--- src/rtl/lsu_pkg.sv ---
// rtl/lsu_pkg.sv - state enum, funct3 codes and lane-mask helpers for the load/store unit
//
// Shared by load_store_unit and lsu_align. No ports.
package lsu_pkg;

    typedef enum logic [1:0] {
        ST_IDLE = 2'd0,
        ST_ACC0 = 2'd1,
        ST_ACC1 = 2'd2,
        ST_RESP = 2'd3
    } lsu_state_e;

    localparam logic [2:0] F3_B  = 3'b000;
    localparam logic [2:0] F3_H  = 3'b001;
    localparam logic [2:0] F3_W  = 3'b010;
    localparam logic [2:0] F3_BU = 3'b100;
    localparam logic [2:0] F3_HU = 3'b101;

    localparam logic [3:0] MASK_B = 4'b0001;
    localparam logic [3:0] MASK_H = 4'b0011;
    localparam logic [3:0] MASK_W = 4'b1111;

    function automatic logic [3:0] width_mask(input logic [2:0] funct3);
        case (funct3)
            F3_B, F3_BU: return MASK_B;
            F3_H, F3_HU: return MASK_H;
            default:     return MASK_W;
        endcase
    endfunction

    // Stores only have signed widths; loads reject the three unassigned codes.
    function automatic logic funct3_legal(input logic we, input logic [2:0] funct3);
        if (we) begin
            return (funct3 == F3_B) || (funct3 == F3_H) || (funct3 == F3_W);
        end
        return (funct3 != 3'b011) && (funct3 != 3'b110) && (funct3 != 3'b111);
    endfunction

    // An access spills into the next word when any shifted lane lands above lane 3.
    function automatic logic is_split(input logic [2:0] funct3, input logic [1:0] offset);
        logic [7:0] mask8;
        mask8 = {4'b0000, width_mask(funct3)} << offset;
        return |mask8[7:4];
    endfunction

endpackage

--- src/rtl/load_store_unit_if.sv ---
// rtl/load_store_unit_if.sv - CPU request/response and memory bus bundle of the load/store unit
//
// slave  : the load/store unit itself (serves CPU requests, drives the memory bus)
// master : the surrounding CPU core and memory
// CPU side   : req_valid/req_ready/req_we/req_funct3/req_addr/req_wdata, resp_valid/resp_rdata/resp_fault
// Memory side: mem_req/mem_we/mem_addr/mem_be/mem_wdata, mem_ack/mem_rdata
interface load_store_unit_if;

    logic        req_valid;
    logic        req_ready;
    logic        req_we;
    logic [2:0]  req_funct3;
    logic [31:0] req_addr;
    logic [31:0] req_wdata;
    logic        resp_valid;
    logic [31:0] resp_rdata;
    logic        resp_fault;
    logic        mem_req;
    logic        mem_we;
    logic [31:0] mem_addr;
    logic [3:0]  mem_be;
    logic [31:0] mem_wdata;
    logic        mem_ack;
    logic [31:0] mem_rdata;

    modport slave (
        input  req_valid, req_we, req_funct3, req_addr, req_wdata, mem_ack, mem_rdata,
        output req_ready, resp_valid, resp_rdata, resp_fault,
        output mem_req, mem_we, mem_addr, mem_be, mem_wdata
    );

    modport master (
        output req_valid, req_we, req_funct3, req_addr, req_wdata, mem_ack, mem_rdata,
        input  req_ready, resp_valid, resp_rdata, resp_fault,
        input  mem_req, mem_we, mem_addr, mem_be, mem_wdata
    );

endinterface

--- src/rtl/lsu_align.sv ---
// rtl/lsu_align.sv - combinational lane shifter, byte-enable generator and load extractor
//
// Ports:
//   funct3, offset   : access width code and byte offset within the word
//   second           : 1 selects the upper (next-word) half of a split access
//   wdata            : right-justified store data
//   lo_word, hi_word : read words of the first and second access
//   be, lane_wdata   : byte enables and lane-shifted store data for the selected half
//   rdata            : extracted and sign/zero-extended load result
module lsu_align
    import lsu_pkg::*;
(
    input  logic [2:0]  funct3,
    input  logic [1:0]  offset,
    input  logic        second,
    input  logic [31:0] wdata,
    input  logic [31:0] lo_word,
    input  logic [31:0] hi_word,
    output logic [3:0]  be,
    output logic [31:0] lane_wdata,
    output logic [31:0] rdata
);

    logic [7:0]  mask8;
    logic [63:0] wide_w;
    logic [31:0] shifted;

    always_comb begin
        mask8      = {4'b0000, width_mask(funct3)} << offset;
        wide_w     = {32'b0, wdata} << {offset, 3'b000};
        be         = second ? mask8[7:4] : mask8[3:0];
        lane_wdata = second ? wide_w[63:32] : wide_w[31:0];
        // Bring the addressed byte down to bit 0 across the two-word window.
        shifted    = 32'({hi_word, lo_word} >> {offset, 3'b000});
        case (funct3)
            F3_B:    rdata = {{24{shifted[7]}}, shifted[7:0]};
            F3_BU:   rdata = {24'b0, shifted[7:0]};
            F3_H:    rdata = {{16{shifted[15]}}, shifted[15:0]};
            F3_HU:   rdata = {16'b0, shifted[15:0]};
            default: rdata = shifted;
        endcase
    end

endmodule

--- src/rtl/load_store_unit.sv ---
// rtl/load_store_unit.sv - RV32 load/store unit with optional misaligned access splitting
//
// Ports:
//   clk  : sole clock, rising edge
//   rst  : asynchronous active-high reset
//   bus  : load_store_unit_if.slave (CPU request/response and memory bus)
// Parameter ACK_TIMEOUT: cycles mem_req may wait for mem_ack before the access faults.
// Macro LSU_MISALIGN_SPLIT_EN: when defined, word-crossing accesses are split into two
// bus accesses; when undefined they fault without touching the bus.
module load_store_unit
    import lsu_pkg::*;
#(
    parameter int ACK_TIMEOUT = 16
) (
    input  logic             clk,
    input  logic             rst,
    load_store_unit_if.slave bus
);

    localparam int CW = $clog2(ACK_TIMEOUT + 1);
    localparam logic [CW-1:0] CNT_LAST = CW'(ACK_TIMEOUT - 1);

    lsu_state_e state, state_n;

    logic          we_q;
    logic [2:0]    f3_q;
    logic [31:0]   addr_q;
    logic [31:0]   wdata_q;
    logic          fault_q;
    logic [31:0]   rdata_q;
    logic [CW-1:0] cnt;

    logic          accept;
    logic          legal_in;
    logic          in_acc;
    logic          timeout;
    logic          second;
    logic [31:0]   word_addr;
    logic [31:0]   lo_word;
    logic [31:0]   hi_word;
    logic [3:0]    be;
    logic [31:0]   lane_wdata;
    logic [31:0]   load_data;

    assign accept    = bus.req_valid && (state == ST_IDLE);
    assign word_addr = {addr_q[31:2], 2'b00};

`ifdef LSU_MISALIGN_SPLIT_EN
    logic          split_q;
    logic [31:0]   lo_q;

    assign legal_in = funct3_legal(bus.req_we, bus.req_funct3);
    assign split_q  = is_split(f3_q, addr_q[1:0]);
    assign in_acc   = (state == ST_ACC0) || (state == ST_ACC1);
    assign second   = (state == ST_ACC1);
    // Final load result is formed in the acking cycle, so the live bus word is used.
    assign lo_word  = (state == ST_ACC0) ? bus.mem_rdata : lo_q;
    assign hi_word  = (state == ST_ACC1) ? bus.mem_rdata : 32'b0;
`else
    assign legal_in = funct3_legal(bus.req_we, bus.req_funct3)
                      && !is_split(bus.req_funct3, bus.req_addr[1:0]);
    assign in_acc   = (state == ST_ACC0);
    assign second   = 1'b0;
    assign lo_word  = bus.mem_rdata;
    assign hi_word  = 32'b0;
`endif

    // An ack arriving on the last permitted cycle still completes the access.
    assign timeout = in_acc && !bus.mem_ack && (cnt == CNT_LAST);

    lsu_align u_align (
        .funct3     (f3_q),
        .offset     (addr_q[1:0]),
        .second     (second),
        .wdata      (wdata_q),
        .lo_word    (lo_word),
        .hi_word    (hi_word),
        .be         (be),
        .lane_wdata (lane_wdata),
        .rdata      (load_data)
    );

    always_ff @(posedge clk or posedge rst) begin
        if (rst) begin
            state <= ST_IDLE;
        end else begin
            state <= state_n;
        end
    end

    always_comb begin
        state_n = state;
        case (state)
            ST_IDLE: begin
                if (accept) begin
                    state_n = legal_in ? ST_ACC0 : ST_RESP;
                end
            end
            ST_ACC0: begin
                if (bus.mem_ack) begin
`ifdef LSU_MISALIGN_SPLIT_EN
                    state_n = split_q ? ST_ACC1 : ST_RESP;
`else
                    state_n = ST_RESP;
`endif
                end else if (timeout) begin
                    state_n = ST_RESP;
                end
            end
`ifdef LSU_MISALIGN_SPLIT_EN
            ST_ACC1: begin
                if (bus.mem_ack || timeout) begin
                    state_n = ST_RESP;
                end
            end
`endif
            ST_RESP: state_n = ST_IDLE;
            default: state_n = ST_IDLE;
        endcase
    end

    always_ff @(posedge clk or posedge rst) begin
        if (rst) begin
            we_q    <= 1'b0;
            f3_q    <= 3'b000;
            addr_q  <= 32'b0;
            wdata_q <= 32'b0;
            fault_q <= 1'b0;
            rdata_q <= 32'b0;
            cnt     <= '0;
`ifdef LSU_MISALIGN_SPLIT_EN
            lo_q    <= 32'b0;
`endif
        end else begin
            if (accept) begin
                we_q    <= bus.req_we;
                f3_q    <= bus.req_funct3;
                addr_q  <= bus.req_addr;
                wdata_q <= bus.req_wdata;
                fault_q <= !legal_in;
                rdata_q <= 32'b0;
            end
            // Any state change restarts the wait count; remaining in an access
            // state implies no ack this cycle.
            if (state_n != state) begin
                cnt <= '0;
            end else if (in_acc) begin
                cnt <= cnt + CW'(1);
            end
            if (in_acc && (state_n == ST_RESP)) begin
                fault_q <= timeout;
                rdata_q <= (we_q || timeout) ? 32'b0 : load_data;
            end
`ifdef LSU_MISALIGN_SPLIT_EN
            if ((state == ST_ACC0) && bus.mem_ack) begin
                lo_q <= bus.mem_rdata;
            end
`endif
        end
    end

    assign bus.req_ready  = (state == ST_IDLE);
    assign bus.mem_req    = in_acc;
    assign bus.mem_we     = in_acc && we_q;
    assign bus.mem_addr   = !in_acc ? 32'b0 : (second ? word_addr + 32'd4 : word_addr);
    assign bus.mem_be     = in_acc ? be : 4'b0000;
    assign bus.mem_wdata  = (in_acc && we_q) ? lane_wdata : 32'b0;
    assign bus.resp_valid = (state == ST_RESP);
    assign bus.resp_fault = (state == ST_RESP) && fault_q;
    assign bus.resp_rdata = (state == ST_RESP) ? rdata_q : 32'b0;

endmodule

--- src/flat_wrapper.sv ---
// flat-port wrapper written by rule: the top's interface ports become plain ports
module load_store_unit_flat import lsu_pkg::*;
#(
    parameter int ACK_TIMEOUT = 16
)
  (clk, rst, bus_req_valid, bus_req_we, bus_req_funct3, bus_req_addr, bus_req_wdata, bus_mem_ack, bus_mem_rdata, bus_req_ready, bus_resp_valid, bus_resp_rdata, bus_resp_fault, bus_mem_req, bus_mem_we, bus_mem_addr, bus_mem_be, bus_mem_wdata);
  load_store_unit_if bus_i ();
  input  logic clk;
  input  logic rst;
  input wire logic [$bits(bus_i.req_valid)-1:0] bus_req_valid;
  input wire logic [$bits(bus_i.req_we)-1:0] bus_req_we;
  input wire logic [$bits(bus_i.req_funct3)-1:0] bus_req_funct3;
  input wire logic [$bits(bus_i.req_addr)-1:0] bus_req_addr;
  input wire logic [$bits(bus_i.req_wdata)-1:0] bus_req_wdata;
  input wire logic [$bits(bus_i.mem_ack)-1:0] bus_mem_ack;
  input wire logic [$bits(bus_i.mem_rdata)-1:0] bus_mem_rdata;
  output wire logic [$bits(bus_i.req_ready)-1:0] bus_req_ready;
  output wire logic [$bits(bus_i.resp_valid)-1:0] bus_resp_valid;
  output wire logic [$bits(bus_i.resp_rdata)-1:0] bus_resp_rdata;
  output wire logic [$bits(bus_i.resp_fault)-1:0] bus_resp_fault;
  output wire logic [$bits(bus_i.mem_req)-1:0] bus_mem_req;
  output wire logic [$bits(bus_i.mem_we)-1:0] bus_mem_we;
  output wire logic [$bits(bus_i.mem_addr)-1:0] bus_mem_addr;
  output wire logic [$bits(bus_i.mem_be)-1:0] bus_mem_be;
  output wire logic [$bits(bus_i.mem_wdata)-1:0] bus_mem_wdata;
  assign bus_i.req_valid = bus_req_valid;
  assign bus_i.req_we = bus_req_we;
  assign bus_i.req_funct3 = bus_req_funct3;
  assign bus_i.req_addr = bus_req_addr;
  assign bus_i.req_wdata = bus_req_wdata;
  assign bus_i.mem_ack = bus_mem_ack;
  assign bus_i.mem_rdata = bus_mem_rdata;
  assign bus_req_ready = bus_i.req_ready;
  assign bus_resp_valid = bus_i.resp_valid;
  assign bus_resp_rdata = bus_i.resp_rdata;
  assign bus_resp_fault = bus_i.resp_fault;
  assign bus_mem_req = bus_i.mem_req;
  assign bus_mem_we = bus_i.mem_we;
  assign bus_mem_addr = bus_i.mem_addr;
  assign bus_mem_be = bus_i.mem_be;
  assign bus_mem_wdata = bus_i.mem_wdata;
  load_store_unit #(.ACK_TIMEOUT(ACK_TIMEOUT)) u_core (.clk(clk), .rst(rst), .bus(bus_i));
endmodule
--- config.mk ---
export PLATFORM = sky130hd
export DESIGN_NAME = load_store_unit_flat
export DESIGN_NICKNAME = d
export VERILOG_FILES = /design/src/rtl/lsu_pkg.sv /design/src/rtl/load_store_unit_if.sv /design/src/rtl/lsu_align.sv /design/src/rtl/load_store_unit.sv /design/src/flat_wrapper.sv
export SDC_FILE = /design/constraint.sdc
export NUM_CORES = 1
export LEC_CHECK = 0
export BUFFER_PORTS_ARGS = -buffer_cell sky130_fd_sc_hd__buf_2
export CAP_MARGIN = 10
export CORE_UTILIZATION = 46
export DETAILED_ROUTE_END_ITERATION = 16
export GPL_TIMING_DRIVEN = 0
export PLACE_DENSITY = 0.78
export SYNTH_ARGS = -nofsm -noshare
export SYNTH_HDL_FRONTEND = slang
export SYNTH_SLANG_ARGS = --single-unit
export TNS_END_PERCENT = 100
--- constraint.sdc ---
create_clock -name clk -period 3.07 [get_ports clk]
set_input_delay 0.4605 -clock clk [delete_from_list [all_inputs] [get_ports clk]]
set_output_delay 0.4605 -clock clk [all_outputs]
set_load 0.02 [all_outputs]
Word-level counts from Yosys, hierarchy flattened. Index checks and enable logic that the tools add are counted.

Add/sub/neg operators: 1. $mul: 0. Div/mod/pow operators: 0. Magnitude comparators: 0. Equal/unequal tests: 15. Shift operators: 4. Multiplexer cells: 22. Bitwise operators: 0. Reduce and logical (&&, ||, !) cells: 25.

Operator list (count): 2-to-1 mux 32 bit (6); case mux 32 bit (4 select lines) (1); << shifter 32 x 5 -> 32 bit (1); >> shifter 32 x 5 -> 32 bit (1); case mux 4 bit (2 select lines) (2); equality test 3 bit (second input constant) (4); 2-to-1 mux 5 bit (2); logical AND 1 bit (9); 2-to-1 mux 2 bit (4); OR reduction 2 bit (4); << shifter 4 x 2 -> 8 bit (1); equality test 3 x 1 -> 1 bit (second input constant) (2); logical NOT 3 bit (2); != test 3 bit (second input constant) (2); adder 5 x 1 -> 5 bit (second input constant) (1); equality test 5 x 4 -> 1 bit (second input constant) (1); 2-to-1 mux 1 bit (5); equality test 2 bit (second input constant) (2); 2-to-1 mux 4 bit (1); case mux 2 bit (2 select lines) (1); nonzero test 2 bit (2); OR reduction 4 bit (1); << shifter 4 x 2 -> 4 bit (1); equality test 3 x 2 -> 1 bit (second input constant) (1); other kinds (6) (10).

Register bits: 108. Latch bits: 0. Bits in writable memories: 0. ROM bits: 0. Input bits: 104. Output and inout bits: 105. Logic and storage cells: 75. Memories: 0.

Longest topological paths before layout.
Depth in word-level cells: 13. Mapped depth: 8. Depth with buffers taken out: 7.

Modules after synthesis. A second synthesis with hierarchy kept.

Cell total of the unflattened synthesis: 732. Area, all modules: 6749.0 µm².

By module, submodules not included: load_store_unit (instances 1, cells an instance 529, area an instance 4838.4 µm², sequential area each 2702.6 µm²); lsu_align (instances 1, cells an instance 203, area an instance 1910.6 µm², sequential area each 0.0 µm²).

Least setup slack after synthesis. Ideal clock, no wire load.

Path kind: reg-to-output. Start point: reg u_core.addr_q[0]. End point: out bus_mem_wdata[26]. Arrival: 1.676 ns. Data required time: 2.609 ns. Setup slack: 0.933 ns. Cell stages (with the launch flop): 6. Path buffers: 3. Cells stage by stage: dfrtp_1 > buf_2 > buf_2 > buf_2 > a211oi_1 > a211oi_1.

Word-level cells in the longest chain between the ends: 2.

RTL lines: start: declaration (line load_store_unit.sv:27) `logic [31:0] addr_q;`; start signal: assignment (line load_store_unit.sv:138) `addr_q <= bus.req_addr;`; << shifter 32 x 5 -> 32 bit (line lsu_align.sv:30) `wide_w = {32'b0, wdata} << {offset, 3'b000};`; 2-to-1 mux 32 bit (line load_store_unit.sv:167) `assign bus.mem_wdata = (in_acc && we_q) ? lane_wdata : 32'b0;`; end: declaration (line flat_wrapper.sv:25) `output wire logic [$bits(bus_i.mem_wdata)-1:0] bus_mem_wdata;`.

No other way between the ends.

Worst setup path in the final report.
Start point: reg u_core.state[1]. End point: out bus_mem_wdata[7].

Word-level cells in the longest chain between the ends: 3.

RTL lines: start: declaration (line load_store_unit.sv:23) `lsu_state_e state, state_n;`; start signal: assignment (line load_store_unit.sv:87) `state <= state_n;`; equality test 2 x 1 -> 1 bit (line load_store_unit.sv:62) `assign in_acc = (state == ST_ACC0);`; logical AND 1 bit (line load_store_unit.sv:167); 2-to-1 mux 32 bit (line load_store_unit.sv:167).

No other way between the ends.

==> results.sh <==
export IMPL_ys_types=44
export IMPL_maxCapViolations=0
export IMPL_ys_ff_latch=108
export IMPL_synth_top_family_by_area="multiplexers"
export IMPL_fmax_mhz=370
export IMPL_routed_wl_um=17600
export IMPL_drc_errors=0
export IMPL_grt_pass1_wl_um=27100
export IMPL_io_buffers=206
export IMPL_numCtsBuffers=9
export IMPL_drv_slew=0
export IMPL_grt_max_degree=39
export IMPL_n_antenna_cell=0
export IMPL_rows=40
export IMPL_setup_tns_final_ps=0
export IMPL_synthMostInstantiatedCell="dfrtp_1"
export IMPL_synthSimpleGateAreaFrac=0.161
export IMPL_ys_flop_type="dfrtp_1"
export IMPL_peakVddDrop_uv=535
export IMPL_avgSynthCellArea_um2=10.5
export IMPL_r2r_slack_ps=680
export IMPL_gr_total_overflow=0
export IMPL_layout_nets=887
export IMPL_synthCells=558
export IMPL_synth_area_mux_share=0.203
export IMPL_place_area_um2=7150
export IMPL_synth_seq_area_share=0.461
export IMPL_fin_cells=954
export IMPL_dieArea_um2=13200
export IMPL_ys_warnings_count=0
export IMPL_synth_edf_count=0
export IMPL_wl_per_cell_um=18.5
export IMPL_syn_area_um2=5860
export IMPL_status="completed"
export IMPL_vias=5230
export IMPL_clk_pin_slew_ps=70
export IMPL_drt_iter0_markers=377
export IMPL_hold_viol_final=0
export IMPL_worstPathArrival_ps=2240
export IMPL_cts_hold_buf=0
export IMPL_placedCellCount=935
export IMPL_start_util=0.480
export IMPL_die_width_um=115
export IMPL_clock_sinks=108
export IMPL_cts_htree_levels=3
export IMPL_gp_congestion=0.971
export IMPL_synthAdderAreaFrac=0.00427
export IMPL_synthTopCellsByArea="dfrtp_1, mux2_2, mux2i_1"
export IMPL_first_pass_iters=5
export IMPL_critPathCaptureType="output pin"
export IMPL_holdWs_ps=284
export IMPL_syn_to_final_growth_pct=27.3
export IMPL_setup_viol=0
export IMPL_cts_root_buffer="clkbuf_16"
export IMPL_hpwl_um=13200
export IMPL_tightest_slew_ps=871
export IMPL_post_drt_via_cell_ratio=5.48
export IMPL_path_class="flop to output pin"
export IMPL_async_reset_ff_frac=1.00
export IMPL_die_h_um=115
export IMPL_power_mw=8.06
export IMPL_core_area_um2=12200
export IMPL_p_leak_nw=3.84
export IMPL_synth_top_cell_by_area="dfrtp_1"
export IMPL_fill_cells=1046
export IMPL_yosys_top_cells_count="dfrtp_1, mux2_2, nor2_1, and2_1, nand2_1"
export IMPL_finalClockSkew_ps=8.95
export IMPL_io_pins=209
export IMPL_antenna_found_initial=0
export IMPL_relSlewSlack=0.418
export IMPL_synth_compound_area_frac=0.115
export IMPL_synth_xor_area_frac=0.00448
export IMPL_critPathMaxFanout=9
export IMPL_worstPathRequired_ps=2610
export IMPL_final_area_um2=7460
export IMPL_rsz0062_at_grt="no"
export IMPL_clock_latency_ps=350
export IMPL_grt_total_usage=0.272
export IMPL_synth_top_area_frac=0.461
export IMPL_finalCriticalPeriod_ps=2700
export IMPL_cts_tree="yes"
export IMPL_min_path_type="primary input to async pin"
export IMPL_cp_start_kind="flop"
export IMPL_p_per_area_nw_per_um2=1080
export IMPL_antenna_left=0
export IMPL_period_share=0.879
export IMPL_grt_pass1_vias=5288
export IMPL_drive_gt1_frac=0.429
export IMPL_clk_path_buf_depth=2
-- what timing repair did --
| item | 4_1_cts | 5_1_grt |
|---|---|---|
| setup endpoints to repair | 0 | 8 |
| setup buffers | 0 | 3 |
| gates resized for setup | 0 | 0 |
-- placed cells by master (no fill, tap or decap), types with 2 or more instances in the layout --
master      instances
a211oi_1           18
nand2b_1            2
and3_1             34
mux2i_1            31
inv_1               6
a221oi_1            9
buf_6               4
buf_4              16
dfrtp_1           108
clkbuf_16           9
buf_12              2
buf_2             216
nand3b_1            2
nor2b_1             9
o21ai_1             7
clkinvlp_4          2
nand2_1            38
clkbuf_1           20
and2_1             40
clkinv_2            3
a22o_1             16
o21ai_0            22
mux2_2             76
clkbuf_8            3
nor2_1             44
a21oi_1            19
ha_1                2
conb_1              2
xor2_1              3
nor3_1              4
-- where the power goes --
| part | internal [mW] | total [mW] | switching (mW) |
|---|---|---|---|
| Combinational | 1.81 | 4.37 | 2.55 |
| Sequential | 2.11 | 2.55 | 0.440 |
| Clock | 0.614 | 1.15 | 0.532 |
| Total | 4.53 | 8.06 | 3.53 |
-- critical path, stage by stage (launching register included) --
cell,delay [ps]
dfrtp_1,370
buf_6,140
nand3b_1,230
or2_1,240
buf_2,200
nor2_2,330
and2_1,210
buf_2,170
-- per-layer routing --
| metal | global-route usage | up-vias | share of wire |
|---|---|---|---|
| met2 | 0.459 | 245 | 0.49 |
| met1 | 0.343 | 2537 | 0.40 |
| li1 | - | 2412 | - |
| met3 | 0.0538 | 36 | 0.080 |
| met4 | 0.108 | 0 | 0.025 |
| met5 | 0 | - | 0 |
-- sequential cells by signal, indices dropped and copies added (netlist names) --
register,count
u_core.addr_q,32
u_core.cnt,5
u_core.f3_q,3
u_core.fault_q,1
u_core.rdata_q,32
u_core.state,2
u_core.wdata_q,32
u_core.we_q,1
-- through the flow --
stage | utilization | setup WS (ps)
detailed placement | 0.585 | 454
floorplan | - | 933
global route | 0.611 | 237
global placement | 0.582 | 512
finish | 0.611 | 371
CTS | 0.609 | 61.0
-- kinds of logic after synthesis --
kind of cell,Yosys count
AND/OR/NAND/NOR,182
AO/OA/AOI/OAI,99
XOR/XNOR,3
multiplexers,108
other,1
flip-flops,108
buffers and inverters,55
adder cells (fa/ha/maj),2
-- path summary, 6_finish.rpt --
path                                         from                  to  depth (start not counted)
worst max-delay path              u_core.state[1]    bus_mem_wdata[7]                          7
worst min-delay path                          rst    u_core.addr_q[8]                          2
worst max register to register      u_core.cnt[0]  u_core.rdata_q[17]                          7
worst min register to register  u_core.rdata_q[2]   u_core.rdata_q[2]                          2
max in group asynchronous                     rst   u_core.rdata_q[3]                          3
min in group clk                bus_req_wdata[19]  u_core.wdata_q[19]                          2
-- area by class of cell --
cell class | count | area, um^2 | share of cell area
clock buffer | 12 | 267 | 0.0357
multi-input combinational | 396 | 2860 | 0.384
clock inverter | 4 | 22.5 | 0.00302
tap | 168 | 210 | 0.0282
inverter | 7 | 30.0 | 0.00402
timing repair buffer | 211 | 1090 | 0.147
buffer | 48 | 272 | 0.0364
sequential | 108 | 2700 | 0.362
Power figures use the tool's default switching activity.
